$ cat src/rtl/ula_seq_ctrl_if.sv
// Operand/result bundle for the ULA sequencer: request side (start/op/a/b)
// and the registered result side (busy/done/result/flags).
interface ula_seq_ctrl_if #(
  parameter int WIDTH = 8
);
  logic               start;
  logic [2:0]         op;
  logic [WIDTH-1:0]   a;
  logic [WIDTH-1:0]   b;
  logic               busy;
  logic               done;
  logic [2*WIDTH-1:0] result;
  logic               zf;
  logic               cf;
  logic               vf;
  logic               dz;

  modport master (
    output start, op, a, b,
    input  busy, done, result, zf, cf, vf, dz
  );

  modport slave (
    input  start, op, a, b,
    output busy, done, result, zf, cf, vf, dz
  );
endinterface

$ cat src/rtl/ula_seq_ctrl.sv
// Multi-cycle ULA sequencer: single-cycle logic/arithmetic ops, shift-add
// multiply and restoring divide over a shared 2*WIDTH accumulator.
module ula_seq_ctrl #(
  parameter int WIDTH = 8
) (
  input logic           clk,
  input logic           clr,
  ula_seq_ctrl_if.slave bus
);

  localparam int CW = $clog2(WIDTH) + 1;

  localparam logic [2:0] OP_ADD = 3'b000;
  localparam logic [2:0] OP_SUB = 3'b001;
  localparam logic [2:0] OP_AND = 3'b010;
  localparam logic [2:0] OP_OR  = 3'b011;
  localparam logic [2:0] OP_XOR = 3'b100;
  localparam logic [2:0] OP_NOT = 3'b101;
  localparam logic [2:0] OP_MUL = 3'b110;
  localparam logic [2:0] OP_DIV = 3'b111;

  typedef enum logic [2:0] {
    S_IDLE,
    S_EXEC,
    S_MUL,
    S_DIV,
    S_DONE
  } state_t;

  state_t             state_reg, state_next;
  logic [2:0]         op_reg;
  logic [WIDTH-1:0]   a_reg, b_reg;
  logic [2*WIDTH-1:0] acc_reg;
  logic [CW-1:0]      cnt_reg;
  logic [2*WIDTH-1:0] result_reg;
  logic               zf_reg, cf_reg, vf_reg, dz_reg;

  logic               accept;
  logic               last_iter;
  logic [WIDTH:0]     sum, diff;
  logic [WIDTH:0]     mul_upper;
  logic [2*WIDTH-1:0] mul_next;
  logic [WIDTH:0]     div_shift, div_trial;
  logic [2*WIDTH-1:0] div_next;
  logic [2*WIDTH-1:0] exec_result;
  logic               exec_cf, exec_vf, exec_dz;

  // start is honoured in DONE as well, giving back-to-back operation
  assign accept    = bus.start && (state_reg == S_IDLE || state_reg == S_DONE);
  assign last_iter = (cnt_reg == CW'(WIDTH - 1));

  always_ff @(posedge clk or posedge clr) begin
    if (clr) begin
      state_reg <= S_IDLE;
    end else begin
      state_reg <= state_next;
    end
  end

  always_comb begin
    state_next = state_reg;
    case (state_reg)
      S_IDLE, S_DONE: begin
        if (bus.start) begin
          if (bus.op == OP_MUL) begin
            state_next = S_MUL;
          end else if (bus.op == OP_DIV && bus.b != '0) begin
            state_next = S_DIV;
          end else begin
            state_next = S_EXEC;
          end
        end else begin
          state_next = S_IDLE;
        end
      end
      S_EXEC: state_next = S_DONE;
      S_MUL, S_DIV: begin
        if (last_iter) begin
          state_next = S_DONE;
        end
      end
      default: state_next = S_IDLE;
    endcase
  end

  assign sum  = {1'b0, a_reg} + {1'b0, b_reg};
  assign diff = {1'b0, a_reg} - {1'b0, b_reg};

  // Multiplier sits in the low half; carry out of the add shifts into the MSB
  assign mul_upper = {1'b0, acc_reg[2*WIDTH-1:WIDTH]} + (acc_reg[0] ? {1'b0, a_reg} : '0);
  assign mul_next  = {mul_upper, acc_reg[WIDTH-1:1]};

  // Partial remainder is below b, so the shifted value fits in WIDTH+1 bits
  assign div_shift = acc_reg[2*WIDTH-1:WIDTH-1];
  assign div_trial = div_shift - {1'b0, b_reg};
  assign div_next  = div_trial[WIDTH]
                   ? {div_shift[WIDTH-1:0], acc_reg[WIDTH-2:0], 1'b0}
                   : {div_trial[WIDTH-1:0], acc_reg[WIDTH-2:0], 1'b1};

  always_comb begin
    exec_result = '0;
    exec_cf     = 1'b0;
    exec_vf     = 1'b0;
    exec_dz     = 1'b0;
    case (op_reg)
      OP_ADD: begin
        exec_result = {{WIDTH{1'b0}}, sum[WIDTH-1:0]};
        exec_cf     = sum[WIDTH];
        exec_vf     = (a_reg[WIDTH-1] == b_reg[WIDTH-1]) && (sum[WIDTH-1] != a_reg[WIDTH-1]);
      end
      OP_SUB: begin
        exec_result = {{WIDTH{1'b0}}, diff[WIDTH-1:0]};
        exec_cf     = diff[WIDTH];
        exec_vf     = (a_reg[WIDTH-1] != b_reg[WIDTH-1]) && (diff[WIDTH-1] != a_reg[WIDTH-1]);
      end
      OP_AND: exec_result = {{WIDTH{1'b0}}, a_reg & b_reg};
      OP_OR:  exec_result = {{WIDTH{1'b0}}, a_reg | b_reg};
      OP_XOR: exec_result = {{WIDTH{1'b0}}, a_reg ^ b_reg};
      OP_NOT: exec_result = {{WIDTH{1'b0}}, ~a_reg};
      OP_DIV: begin
        // only reaches EXEC when the divisor is zero
        exec_result = {a_reg, {WIDTH{1'b1}}};
        exec_dz     = 1'b1;
      end
      default: exec_result = '0;
    endcase
  end

  always_ff @(posedge clk or posedge clr) begin
    if (clr) begin
      op_reg     <= '0;
      a_reg      <= '0;
      b_reg      <= '0;
      acc_reg    <= '0;
      cnt_reg    <= '0;
      result_reg <= '0;
      zf_reg     <= 1'b0;
      cf_reg     <= 1'b0;
      vf_reg     <= 1'b0;
      dz_reg     <= 1'b0;
    end else begin
      if (accept) begin
        op_reg  <= bus.op;
        a_reg   <= bus.a;
        b_reg   <= bus.b;
        cnt_reg <= '0;
        acc_reg <= (bus.op == OP_MUL) ? {{WIDTH{1'b0}}, bus.b} : {{WIDTH{1'b0}}, bus.a};
      end
      case (state_reg)
        S_EXEC: begin
          result_reg <= exec_result;
          zf_reg     <= (exec_result == '0);
          cf_reg     <= exec_cf;
          vf_reg     <= exec_vf;
          dz_reg     <= exec_dz;
        end
        S_MUL: begin
          acc_reg <= mul_next;
          cnt_reg <= last_iter ? '0 : cnt_reg + 1'b1;
          if (last_iter) begin
            result_reg <= mul_next;
            zf_reg     <= (mul_next == '0);
            cf_reg     <= 1'b0;
            vf_reg     <= 1'b0;
            dz_reg     <= 1'b0;
          end
        end
        S_DIV: begin
          acc_reg <= div_next;
          cnt_reg <= last_iter ? '0 : cnt_reg + 1'b1;
          if (last_iter) begin
            result_reg <= div_next;
            zf_reg     <= (div_next == '0);
            cf_reg     <= 1'b0;
            vf_reg     <= 1'b0;
            dz_reg     <= 1'b0;
          end
        end
        default: ;
      endcase
    end
  end

  assign bus.busy   = (state_reg == S_EXEC) || (state_reg == S_MUL) || (state_reg == S_DIV);
  assign bus.done   = (state_reg == S_DONE);
  assign bus.result = result_reg;
  assign bus.zf     = zf_reg;
  assign bus.cf     = cf_reg;
  assign bus.vf     = vf_reg;
  assign bus.dz     = dz_reg;

endmodule

$ cat src/flat_wrapper.sv
// flat-port wrapper written by rule: the top's interface ports become plain ports
module ula_seq_ctrl_flat 
#(
  parameter int WIDTH = 8
)
  (clk, clr, bus_start, bus_op, bus_a, bus_b, bus_busy, bus_done, bus_result, bus_zf, bus_cf, bus_vf, bus_dz);
  ula_seq_ctrl_if #(.WIDTH(WIDTH)) bus_i ();
  input logic clk;
  input logic clr;
  input wire logic [$bits(bus_i.start)-1:0] bus_start;
  input wire logic [$bits(bus_i.op)-1:0] bus_op;
  input wire logic [$bits(bus_i.a)-1:0] bus_a;
  input wire logic [$bits(bus_i.b)-1:0] bus_b;
  output wire logic [$bits(bus_i.busy)-1:0] bus_busy;
  output wire logic [$bits(bus_i.done)-1:0] bus_done;
  output wire logic [$bits(bus_i.result)-1:0] bus_result;
  output wire logic [$bits(bus_i.zf)-1:0] bus_zf;
  output wire logic [$bits(bus_i.cf)-1:0] bus_cf;
  output wire logic [$bits(bus_i.vf)-1:0] bus_vf;
  output wire logic [$bits(bus_i.dz)-1:0] bus_dz;
  assign bus_i.start = bus_start;
  assign bus_i.op = bus_op;
  assign bus_i.a = bus_a;
  assign bus_i.b = bus_b;
  assign bus_busy = bus_i.busy;
  assign bus_done = bus_i.done;
  assign bus_result = bus_i.result;
  assign bus_zf = bus_i.zf;
  assign bus_cf = bus_i.cf;
  assign bus_vf = bus_i.vf;
  assign bus_dz = bus_i.dz;
  ula_seq_ctrl #(.WIDTH(WIDTH)) u_core (.clk(clk), .clr(clr), .bus(bus_i));
endmodule
$ cat config.mk
export PLATFORM = sky130hd
export DESIGN_NAME = ula_seq_ctrl_flat
export DESIGN_NICKNAME = d
export VERILOG_FILES = /design/src/rtl/ula_seq_ctrl_if.sv /design/src/rtl/ula_seq_ctrl.sv /design/src/flat_wrapper.sv
export SDC_FILE = /design/constraint.sdc
export NUM_CORES = 1
export LEC_CHECK = 0
export ABC_AREA = 1
export BUFFER_PORTS_ARGS = -buffer_cell sky130_fd_sc_hd__buf_2
export CAP_MARGIN = 15
export CORE_ASPECT_RATIO = 1.1
export CORE_MARGIN = 8
export CORE_UTILIZATION = 55
export CTS_CLUSTER_SIZE = 10
export DETAILED_ROUTE_END_ITERATION = 10
export PLACE_DENSITY = 0.74
export RECOVER_POWER = 25
export SYNTH_ARGS = -nofsm -noshare
export SYNTH_HDL_FRONTEND = slang
export SYNTH_SLANG_ARGS = --single-unit
export TNS_END_PERCENT = 5
$ cat constraint.sdc
create_clock -name clk -period 6.15 [get_ports clk]
set_clock_uncertainty 0.05 [all_clocks]
set_input_delay 0.3075 -clock clk [delete_from_list [all_inputs] [get_ports clk]]
set_output_delay 0.3075 -clock clk [all_outputs]
set_load 0.05 [all_outputs]
==> reports/results.tsv <==
stage	metric	value	unit
sta	fin. max-slew vios	63	
worst_setup_path	critical register-to-register path startpoint	u_core.state_reg[2]$_DFFE_PP0P_	
outcome	failing checks	max-capacitance violations, max-slew violations	
routing	total length of routed wires	16100	um
worst_setup_path	critical-path cell list	nor2_1 > o21ai_0 > nand2_1 > inv_1 > nand3_1 > o21ai_0 > inv_1	
synth	count of flip-flops with a built-in enable after synthesis	0	
placement	Port Buffer Count	43	
worst_setup_path	Slowest-stage cell, CP	sky130_fd_sc_hd__nor2_1	
synth	synthesized area	5130	um2
placement	half-perimeter wire length after detailed placement	12700	um
cts	CTS tree	done	
floorplanning	Vert. Die Dim	117	um
cts	H-tree lvl count	3	
synth	register bit total from synthesis	62	
sta	clock period minus worst slack	3200	ps
floorplanning	x dimension of the die	108	um
cts	Reg clk slew, reported paths	80	ps
cts	TritonCTS buffer count	9	
worst_setup_path	WP data required	6380	ps
routing	average wire per standard cell	17.5	um
synth	Most used DFF post-synth	sky130_fd_sc_hd__dfrtp_1	
worst_setup_path	data arrival time of the worst path	3440	ps
global_routing	antenna violations before repair	0	
min_path	Worst Hold Class	in -> reg	
global_routing	total global routing overflow	0	
floorplanning	count of standard-cell rows	37	
finish	fraction of layout instances using a drive strength above 1	0.0959	
worst_setup_path	kind of capture point of the worst setup path	flip-flop	
synth	fraction of registers with async set/reset	1.00	
synth	Netlist cell types	35	
sta	max-slew headroom at the worst pin	-1.21	
floorplanning	Starting Density	0.557	
worst_setup_path	worst-path fanout max	22	
worst_setup_path	launching element of the worst setup path	u_core.state_reg[2]$_DFFE_PP0P_	
routing	Final ANT Viol Nets	0	
global_routing	total routing usage reported by global routing	0.263	
routing	DRC	0	
cts	Clk Latency, worst-skew pair	350	ps
floorplanning	total I/O pin count	44	
cts	sink count of the clock tree	62	
sta	Tcrit/Tclk final	0.521	
routing	DR pass1 iterations	7	
sta	Highest Clock Rate	312	MHz
min_path	start point of the worst hold path	bus_a[5]	
cts	# Post-CTS Setup Buffers	0	
synth	Post-Synthesis Cells	764	
finish	net total in the final layout	866	
worst_setup_path	cell class contributing the biggest share of worst-path delay	simple AND/OR/NAND/NOR gates	
finish	layout-stage area growth over the synthesis result	9.15	%
placement	weighted congestion reported at the end of routability-driven placement	0.963	
worst_setup_path	worst setup path category	reg -> reg	
synth	share of the yosys chip area belonging to registers	0.302	
sta	Fin. Hold Viols	0	
routing	number of violations reported at the end of detailed-routing iteration 0	492	
floorplanning	total die area	12700	um2
global_routing	wire length of the first global-routing pass	25900	um
sta	setup TNS after final layout	0	ps
routing	average via count per standard cell	5.73	
worst_setup_path	worst stage delay on the critical path	750	ps
floorplanning	area of the core	9210	um2
outcome	status	finished with violations	
cts	clock root buffer	sky130_fd_sc_hd__clkbuf_8	
synth	number of nets in the synthesized netlist	832	
job	MaxCap Viol Count	1	
cts	Post-CTS Hold Buffers	0	
sta	transition time of the tightest slew-check pin	3310	ps
sta	setup repair after global routing missed its margin	no	
cts	number of instances resized during post-cts repair	0	
synth	Warnings, synthesis	0	
global_routing	maximum number of pins on one net before global-route repair	63	
global_routing	vias in the first global route	4981	
worst_setup_path	buffers plus inverters on the worst setup path	2	
sta	setup-violating endpoint count in the final report	0	
cts	Clock Path Buffers	2	
routing	detailed-route via count	5269	
worst_setup_path	startpoint types	flip-flop	
finish	diode insertion count for antenna repair	0	
synth	post-synthesis area per instance	6.71	um2
==> path summary, 6_finish.rpt <==
| kind | depth (start not counted) | slack (ps) | end |
|---|---|---|---|
| min in group asynchronous | 3 | 1170 | u_core.cnt_reg[3]$_DFFE_PP0P_ |
| min reg2reg | 2 | 440 | u_core.bus.dz$_DFFE_PP0P_ |
| min | 3 | 190 | u_core.a_reg[5]$_DFFE_PP0P_ |
| max in group asynchronous | 3 | 3000 | u_core.a_reg[2]$_DFFE_PP0P_ |
| max | 7 | 2950 | u_core.bus.result[10]$_DFFE_PP0P_ |
| max reg2reg | 7 | 2950 | u_core.bus.result[10]$_DFFE_PP0P_ |
==> synthesized netlist by cell type, types with 2 or more instances <==
library cell / instances / area (um2)
sky130_fd_sc_hd__nand2_1: 182 / 683
sky130_fd_sc_hd__inv_1: 119 / 447
sky130_fd_sc_hd__nor2_1: 71 / 267
sky130_fd_sc_hd__nand3_1: 65 / 325
sky130_fd_sc_hd__dfrtp_1: 62 / 1550
sky130_fd_sc_hd__o21ai_0: 56 / 280
sky130_fd_sc_hd__a21oi_1: 51 / 255
sky130_fd_sc_hd__ha_1: 42 / 526
sky130_fd_sc_hd__nand4_1: 15 / 93.8
sky130_fd_sc_hd__clkbuf_1: 13 / 48.8
sky130_fd_sc_hd__o22ai_1: 13 / 81.3
sky130_fd_sc_hd__a31oi_1: 7 / 43.8
sky130_fd_sc_hd__xor2_1: 7 / 61.3
sky130_fd_sc_hd__buf_2: 6 / 30.0
sky130_fd_sc_hd__o31ai_1: 6 / 45.0
sky130_fd_sc_hd__inv_2: 5 / 18.8
sky130_fd_sc_hd__nor3_1: 5 / 25.0
sky130_fd_sc_hd__fa_1: 4 / 80.1
sky130_fd_sc_hd__nand2_2: 4 / 25.0
sky130_fd_sc_hd__nand3b_1: 4 / 30.0
sky130_fd_sc_hd__a22oi_1: 3 / 22.5
sky130_fd_sc_hd__nand3_2: 3 / 30.0
sky130_fd_sc_hd__xnor2_1: 3 / 26.3
sky130_fd_sc_hd__a21o_1: 2 / 15.0
sky130_fd_sc_hd__buf_4: 2 / 15.0
sky130_fd_sc_hd__nor2_4: 2 / 22.5
sky130_fd_sc_hd__nor4_1: 2 / 12.5
sky130_fd_sc_hd__o211ai_1: 2 / 15.0
sky130_fd_sc_hd__or2_2: 2 / 12.5
==> placed cells by master, fill, tap and decap left out, drive strengths merged <==
cell type / n
ha: 42
buf: 44
nand3b: 4
nor3: 5
o21ai: 56
a21oi: 52
xor2: 7
nor2: 73
nand4: 15
fa: 4
o22ai: 13
xnor2: 3
nor4: 2
o211ai: 2
o21bai: 1
o221ai: 1
dfrtp: 62
a31oi: 7
nand2: 186
inv: 125
clkbuf: 10
nand3: 68
a22oi: 3
or2: 2
a21o: 2
o31ai: 6
clkinv: 4
a22o: 1
clkinvlp: 3
==> kinds of logic after synthesis <==
| logic type | count (synthesis) | synth area share |
|---|---|---|
| AO/OA/AOI/OAI | 144 | 0.154 |
| XOR/XNOR | 10 | 0.0171 |
| adder cells (fa/ha/maj) | 46 | 0.118 |
| buffers and inverters | 147 | 0.110 |
| flip-flops | 62 | 0.302 |
| AND/OR/NAND/NOR | 355 | 0.298 |
==> metrics by stage <==
step	std cells	hold slack [ps]	area (um2)	setup WS [ps]	util
floorplan	764	416	5130	3840	-
global placement	903	417	5400	3130	0.586
detailed placement	903	420	5400	3090	0.586
CTS	919	158	5580	3050	0.605
global route	920	191	5600	2340	0.608
finish	920	192	5600	2950	0.608
==> routing by layer <==
layer,GRT usage,part of all wire,up-vias
met4,0.100,0.029,0
li1,-,-,2552
met3,0.0350,0.068,33
met2,0.436,0.47,248
met5,0,0,-
met1,0.341,0.43,2436
==> worst min-delay path, delay by kind of cell <==
family / cells / cell delay, ps
compound gates: 1 / 100
simple gates: 1 / 40
buf+inv: 1 / 90
==> final cells by class <==
| cell class | count | area [um2] |
|---|---|---|
| Inverter | 125 | 469 |
| Clock buffer | 9 | 124 |
| Clock inverter | 7 | 50.0 |
| Timing Repair Buffer | 45 | 246 |
| Sequential cell | 62 | 1550 |
| Tap cell | 117 | 146 |
| Fill cell | 887 | 3610 |
| Multi-Input combinational cell | 555 | 3010 |
Power is left out: the tool's default activity adds up to more than one toggle a clock period on the data nets, which glitch-free logic cannot reach.
